==> src/rtl/adc_serial_responder.sv <==
// Serial responder for an ADC reader: streams a null bit then the sample MSB-first on ADC_clk falls.
// Optional macro ADC_RESP_LSB_TRAILER_EN appends D1..D7 LSB-first after D0 (ADC0832-style frame).
module adc_serial_responder #(
    parameter int DATA_W      = 8,
    parameter int SYNC_STAGES = 2
) (
    input  logic              clk,
    input  logic              reset,
    input  logic              ADC_clk,
    input  logic              CS,
    input  logic [DATA_W-1:0] sample_in,
    input  logic              sample_valid,
    output logic              sample_ready,
    output logic              DATA_Out,
    output logic              DATA_OE,
    output logic              frame_done,
    output logic              frame_abort,
    output logic              underrun
);

    localparam int CNT_W = (DATA_W > 1) ? $clog2(DATA_W) : 1;
    localparam logic [CNT_W-1:0] CNT_MAX = CNT_W'(DATA_W - 1);
    localparam logic [CNT_W-1:0] CNT_ONE = CNT_W'(1);

    typedef enum logic [2:0] {
        IDLE,
        ARMED,
        NULL_BIT,
        SHIFT,
        TRAILER,
        DONE
    } state_t;

    logic [SYNC_STAGES-1:0] adc_sync_q;
    logic [SYNC_STAGES-1:0] cs_sync_q;
    logic                   adc_prev_q;
    logic                   cs_prev_q;
    logic [SYNC_STAGES:0]   flush_q;
    logic                   cs_armed_q;

    logic adc_s, cs_s;
    logic adc_fall, cs_fall, cs_rise;

    always_ff @(posedge clk or posedge reset) begin
        if (reset) begin
            adc_sync_q <= '0;
            cs_sync_q  <= '1;
            adc_prev_q <= 1'b0;
            cs_prev_q  <= 1'b1;
            flush_q    <= '0;
            cs_armed_q <= 1'b0;
        end else begin
            adc_sync_q[0] <= ADC_clk;
            cs_sync_q[0]  <= CS;
            for (int i = 1; i < SYNC_STAGES; i++) begin
                adc_sync_q[i] <= adc_sync_q[i-1];
                cs_sync_q[i]  <= cs_sync_q[i-1];
            end
            adc_prev_q <= adc_s;
            cs_prev_q  <= cs_s;
            flush_q    <= {flush_q[SYNC_STAGES-1:0], 1'b1};
            // A CS fall only counts once CS has really been seen high after reset,
            // so a reader still holding CS low across reset cannot start a frame.
            if (flush_q[SYNC_STAGES] && cs_s)
                cs_armed_q <= 1'b1;
        end
    end

    assign adc_s    = adc_sync_q[SYNC_STAGES-1];
    assign cs_s     = cs_sync_q[SYNC_STAGES-1];
    assign adc_fall = adc_prev_q & ~adc_s;
    assign cs_fall  = cs_armed_q & cs_prev_q & ~cs_s;
    assign cs_rise  = ~cs_prev_q & cs_s;

    state_t              state_q;
    logic [DATA_W-1:0]   shift_q;
    logic [DATA_W-1:0]   last_q;
    logic [CNT_W-1:0]    cnt_q;
    logic                data_out_q;
    logic                data_oe_q;
    logic                frame_done_q;
    logic                frame_abort_q;
    logic                underrun_q;

    logic [DATA_W-1:0]   hold_q, hold_d;
    logic                hold_full_q, hold_full_d;
    logic                transfer;
    logic                consume;
    logic [DATA_W-1:0]   load_val;

    assign sample_ready = ~hold_full_q;
    assign transfer     = sample_valid & sample_ready;
    assign consume      = (state_q == IDLE) & cs_fall & ~cs_rise;

    // A transfer landing in the same cycle as the frame start bypasses the holding register.
    always_comb begin
        load_val = last_q;
        if (hold_full_q)
            load_val = hold_q;
        else if (transfer)
            load_val = sample_in;
    end

    always_comb begin
        hold_d      = hold_q;
        hold_full_d = hold_full_q;
        if (consume) begin
            hold_full_d = 1'b0;
        end else if (transfer) begin
            hold_d      = sample_in;
            hold_full_d = 1'b1;
        end
    end

    always_ff @(posedge clk or posedge reset) begin
        if (reset) begin
            hold_q      <= '0;
            hold_full_q <= 1'b0;
        end else begin
            hold_q      <= hold_d;
            hold_full_q <= hold_full_d;
        end
    end

    always_ff @(posedge clk or posedge reset) begin
        if (reset) begin
            state_q       <= IDLE;
            shift_q       <= '0;
            last_q        <= '0;
            cnt_q         <= '0;
            data_out_q    <= 1'b0;
            data_oe_q     <= 1'b0;
            frame_done_q  <= 1'b0;
            frame_abort_q <= 1'b0;
            underrun_q    <= 1'b0;
        end else begin
            frame_done_q  <= 1'b0;
            frame_abort_q <= 1'b0;
            underrun_q    <= 1'b0;
            if (cs_rise) begin
                state_q    <= IDLE;
                data_oe_q  <= 1'b0;
                data_out_q <= 1'b0;
                if (state_q inside {ARMED, NULL_BIT, SHIFT, TRAILER})
                    frame_abort_q <= 1'b1;
            end else begin
                case (state_q)
                    IDLE: begin
                        data_oe_q  <= 1'b0;
                        data_out_q <= 1'b0;
                        if (cs_fall) begin
                            state_q <= ARMED;
                            shift_q <= load_val;
                            last_q  <= load_val;
                            if (!hold_full_q && !transfer)
                                underrun_q <= 1'b1;
                        end
                    end
                    ARMED: begin
                        if (adc_fall) begin
                            state_q    <= NULL_BIT;
                            data_oe_q  <= 1'b1;
                            data_out_q <= 1'b0;
                        end
                    end
                    NULL_BIT: begin
                        if (adc_fall) begin
                            state_q    <= SHIFT;
                            cnt_q      <= CNT_MAX;
                            data_out_q <= shift_q[DATA_W-1];
                        end
                    end
                    SHIFT: begin
                        if (adc_fall) begin
                            if (cnt_q != '0) begin
                                cnt_q      <= cnt_q - CNT_ONE;
                                data_out_q <= shift_q[cnt_q - CNT_ONE];
                            end else begin
`ifdef ADC_RESP_LSB_TRAILER_EN
                                state_q    <= TRAILER;
                                cnt_q      <= CNT_ONE;
                                data_out_q <= shift_q[1];
`else
                                state_q      <= DONE;
                                data_out_q   <= 1'b0;
                                frame_done_q <= 1'b1;
`endif
                            end
                        end
                    end
                    TRAILER: begin
                        if (adc_fall) begin
                            if (cnt_q == CNT_MAX) begin
                                state_q      <= DONE;
                                data_out_q   <= 1'b0;
                                frame_done_q <= 1'b1;
                            end else begin
                                cnt_q      <= cnt_q + CNT_ONE;
                                data_out_q <= shift_q[cnt_q + CNT_ONE];
                            end
                        end
                    end
                    DONE: begin
                        data_oe_q  <= 1'b1;
                        data_out_q <= 1'b0;
                    end
                    default: begin
                        state_q    <= IDLE;
                        data_oe_q  <= 1'b0;
                        data_out_q <= 1'b0;
                    end
                endcase
            end
        end
    end

    assign DATA_Out    = data_out_q;
    assign DATA_OE     = data_oe_q;
    assign frame_done  = frame_done_q;
    assign frame_abort = frame_abort_q;
    assign underrun    = underrun_q;

endmodule
==> config.mk <==
export PLATFORM = sky130hd
export DESIGN_NAME = adc_serial_responder
export DESIGN_NICKNAME = d
export VERILOG_FILES = /design/src/rtl/adc_serial_responder.sv
export SDC_FILE = /design/constraint.sdc
export NUM_CORES = 1
export LEC_CHECK = 0
export CORE_ASPECT_RATIO = 0.9
export CORE_MARGIN = 2
export CORE_UTILIZATION = 60
export CTS_CLUSTER_DIAMETER = 40
export DETAILED_ROUTE_END_ITERATION = 7
export PLACE_DENSITY = 0.84
export SETUP_SLACK_MARGIN = 0.5
export SYNTH_ARGS = -nofsm -noshare
export SYNTH_HDL_FRONTEND = slang
export SYNTH_SLANG_ARGS = --single-unit
==> constraint.sdc <==
create_clock -name clk -period 3.8 [get_ports clk]
set_input_delay 0.38 -clock clk [delete_from_list [all_inputs] [get_ports clk]]
set_output_delay 0.38 -clock clk [all_outputs]
set_load 0.02 [all_outputs]
==> metrics <==
ratio of cells with drive above 1 in the final layout=13.3%; vias in the first global route=1343; reg2reg path depth=7; gr ovfl total=0; Worst-Skew Late Latency=0.34 ns; crit path DAT=1.77 ns; Hold Path Class=reg -> reg; Sw Ratio=36.1%; crit-path cells=inv_1, clkdlybuf4s50_1; cells after synthesis=161; syn_area_per_cell=11.6 um^2; Final min period=2.15 ns; Pins Over Slew Limit=0; Critical path origin=hold_full_q; Comb power frac=38.2%; DRC Markers=0; peak supply drop=0.453 mV; Initial DRC Count=93; measured slew at the worst slew-check pin=0.539 ns; Hold WS=0.360 ns; fillers=218; Distinct cells, synth=41; Max-cap violations=0; Ys Warns=0; Setup-failing EPs final=0; Vias/cell=5.94; final weighted congestion in routability-driven placement=0.866; crit end category=output pin; Setup Fix Bufs, Post-CTS=0; Nets=196; clock group share of total power=15.6%; CTS tree=done; Final Core Density=70.2%; leakage=0.000928 uW; largest net degree at the start of global routing=39; clock-pin slew on the worst setup and hold paths=0.11 ns; setup slack at placement=1.75 ns; Critical Path Sink=sample_ready; most common cell after layout, fill and taps aside=dfrtp_1; Post-CTS Hold Buffers=0; FP Rows=19; dominant synthesized flop cell=dfrtp_1; Root Buffer=clkbuf_4; slowest CP cell=dfrtp_1; H-tree lvl count=2; die width=62.9 um; DRT Pass-1 Iters=4; largest fanout on the critical path=12; sequential share of power=46.2%; Final Instance Count excl. Fillers=222; r2r startpoint=cnt_q[0]; PwrDens=674 mW/mm^2; outcome=complete, no violations; via count=1318; synth-to-layout area growth=13.3%; Worst setup SP type=flop; GRT Overall Usage=21.3%; DR WL/cell=15.1 um; first-pass GRT wire length=5870 um; Crit path largest cell delay=0.70 ns; I/O Buffers=18; Slew Limit Headroom=64.1%; DP Wirelength=2450 um; Die Ht=57.0 um; Antenna Diode Count=0; Final Hold Viols=0; Final WS setup=1.65 ns; part of the Yosys area used for sequential elements=51.0%; io pins=19; flop and latch count out of synthesis=38; CTS Buffer Depth=2; CORE AREA=0.00302 mm^2; RSZ-0062 raised after global routing=no; initial core utilization=62.0%; reg2reg end=state_q[1]; Setup Crit Path Kind=reg -> out; required time at the worst-slack endpoint=3.42 ns; post-synth net total=178; Setup Skew=0.0113 ns; total clock sinks=38; commonest non-fill, non-tap cells in the layout=dfrtp_1 (35), nor2_1 (18), clkdlybuf4s50_1 (18); setup TNS=0 ns; Period Utilization, post-route=56.6%; Placed Cells=214; final WL=3360 um; R2R Setup Slk=1.69 ns; Async SR Flop Fraction=100%; f_max=0.465 GHz; post-cts gate resize count=0; ANT nets after route=0; initial antenna violation count=0; Switching Power=516 uW; TritonCTS buffer count=5; Synth Cell Area=0.00187 mm^2; Hold Startpoint=flush_q[1]; Post-synth EDFFs=0; internal power=914 uW; die area=0.00358 mm^2
## Yosys cell counts (all sizes together), types with 2 or more instances
library cell	number	area (um^2)
mux2	9	101
nand3	4	25.0
dfrtp	35	876
o21a	2	15.0
o32a	2	20.0
inv	6	22.5
mux2i	11	110
a21oi	12	60.1
dfstp	3	78.8
buf	6	47.5
nor2b	5	31.3
nor2	19	78.8
nand2b	7	43.8
nand2	4	15.0
ha	4	50.1
mux4	4	105
nor3	4	20.0
clkbuf	2	7.51
o21ai	4	20.0
## kinds of logic (layout without fill, tap and decap cells)
logic type | Yosys count | count (layout) | share of synthesized area [%]
buffers and inverters | 14 | 33 | 4.14
xor gates and xnor gates | 1 | 1 | 0.468
muxes | 24 | 24 | 16.9
adders and majority gates | 5 | 5 | 3.21
other | 1 | 1 | 0.200
AOI/OAI and AO/OA | 31 | 31 | 11.2
and+or+nand+nor | 47 | 47 | 12.9
DFF | 38 | 38 | 51.0
## layout make-up
type                    instances  area, um^2  area share (%)
repair buffers                 19         188            8.85
clock buffers                   6        51.3            2.42
inverters                       6        22.5            1.06
flip-flops and latches         38         955            45.0
clock inverters                 2        12.5           0.590
well taps                      42        52.6            2.48
multi-input cells             109         840            39.6
## state kept, by name (all words and copies together) (netlist names), 2 cells and up
signal,flops
cs_sync_q,2
state_q,3
flush_q,3
hold_q,8
adc_sync_q,2
cnt_q,3
last_q,8
## through the flow
step                      area [um^2]  power, uW
after CTS                        2120       1440
after detailed placement         2060       1210
final                            2120       1430
after global routing             2120       1530
after global placement           2060       1170
after floorplan                  1870       1080
## critical path: cells and delay by family (launching register included)
kind	cells	cell delay, ns
buf+inv	2	0.73
flops	1	0.70
## how the worst min path moves through the flow
| stage | slack (ns) | cells past startpoint | end |
|---|---|---|---|
| 2_1_floorplan | 0.33 | 0 | adc_sync_q[1] |
| 3_3_place_gp | 0.33 | 0 | flush_q[2] |
| 3_5_place_dp | 0.33 | 0 | flush_q[2] |
| 4_1_cts | 0.36 | 0 | flush_q[2] |
| 5_1_grt | 0.37 | 0 | adc_sync_q[1] |
| 6_report | 0.36 | 0 | flush_q[2] |
## per-layer routing
layer	global-route usage [%]	part of all wire (%)	routed length, um
met1	23.8	40	1350
met2	37.7	53	1760
met3	6.71	5.0	168
met4	9.52	2.4	79
met5	0	0	0
## power groups by stage
stage | clock, uW | combinational [uW] | sequential, uW
after global placement | 0 | 513 | 654
after detailed placement | 0 | 542 | 668
after global routing | 249 | 603 | 678
after CTS | 231 | 547 | 659
final | 223 | 546 | 661
after floorplan | 0 | 475 | 606
Power figures use the tool's default switching activity.
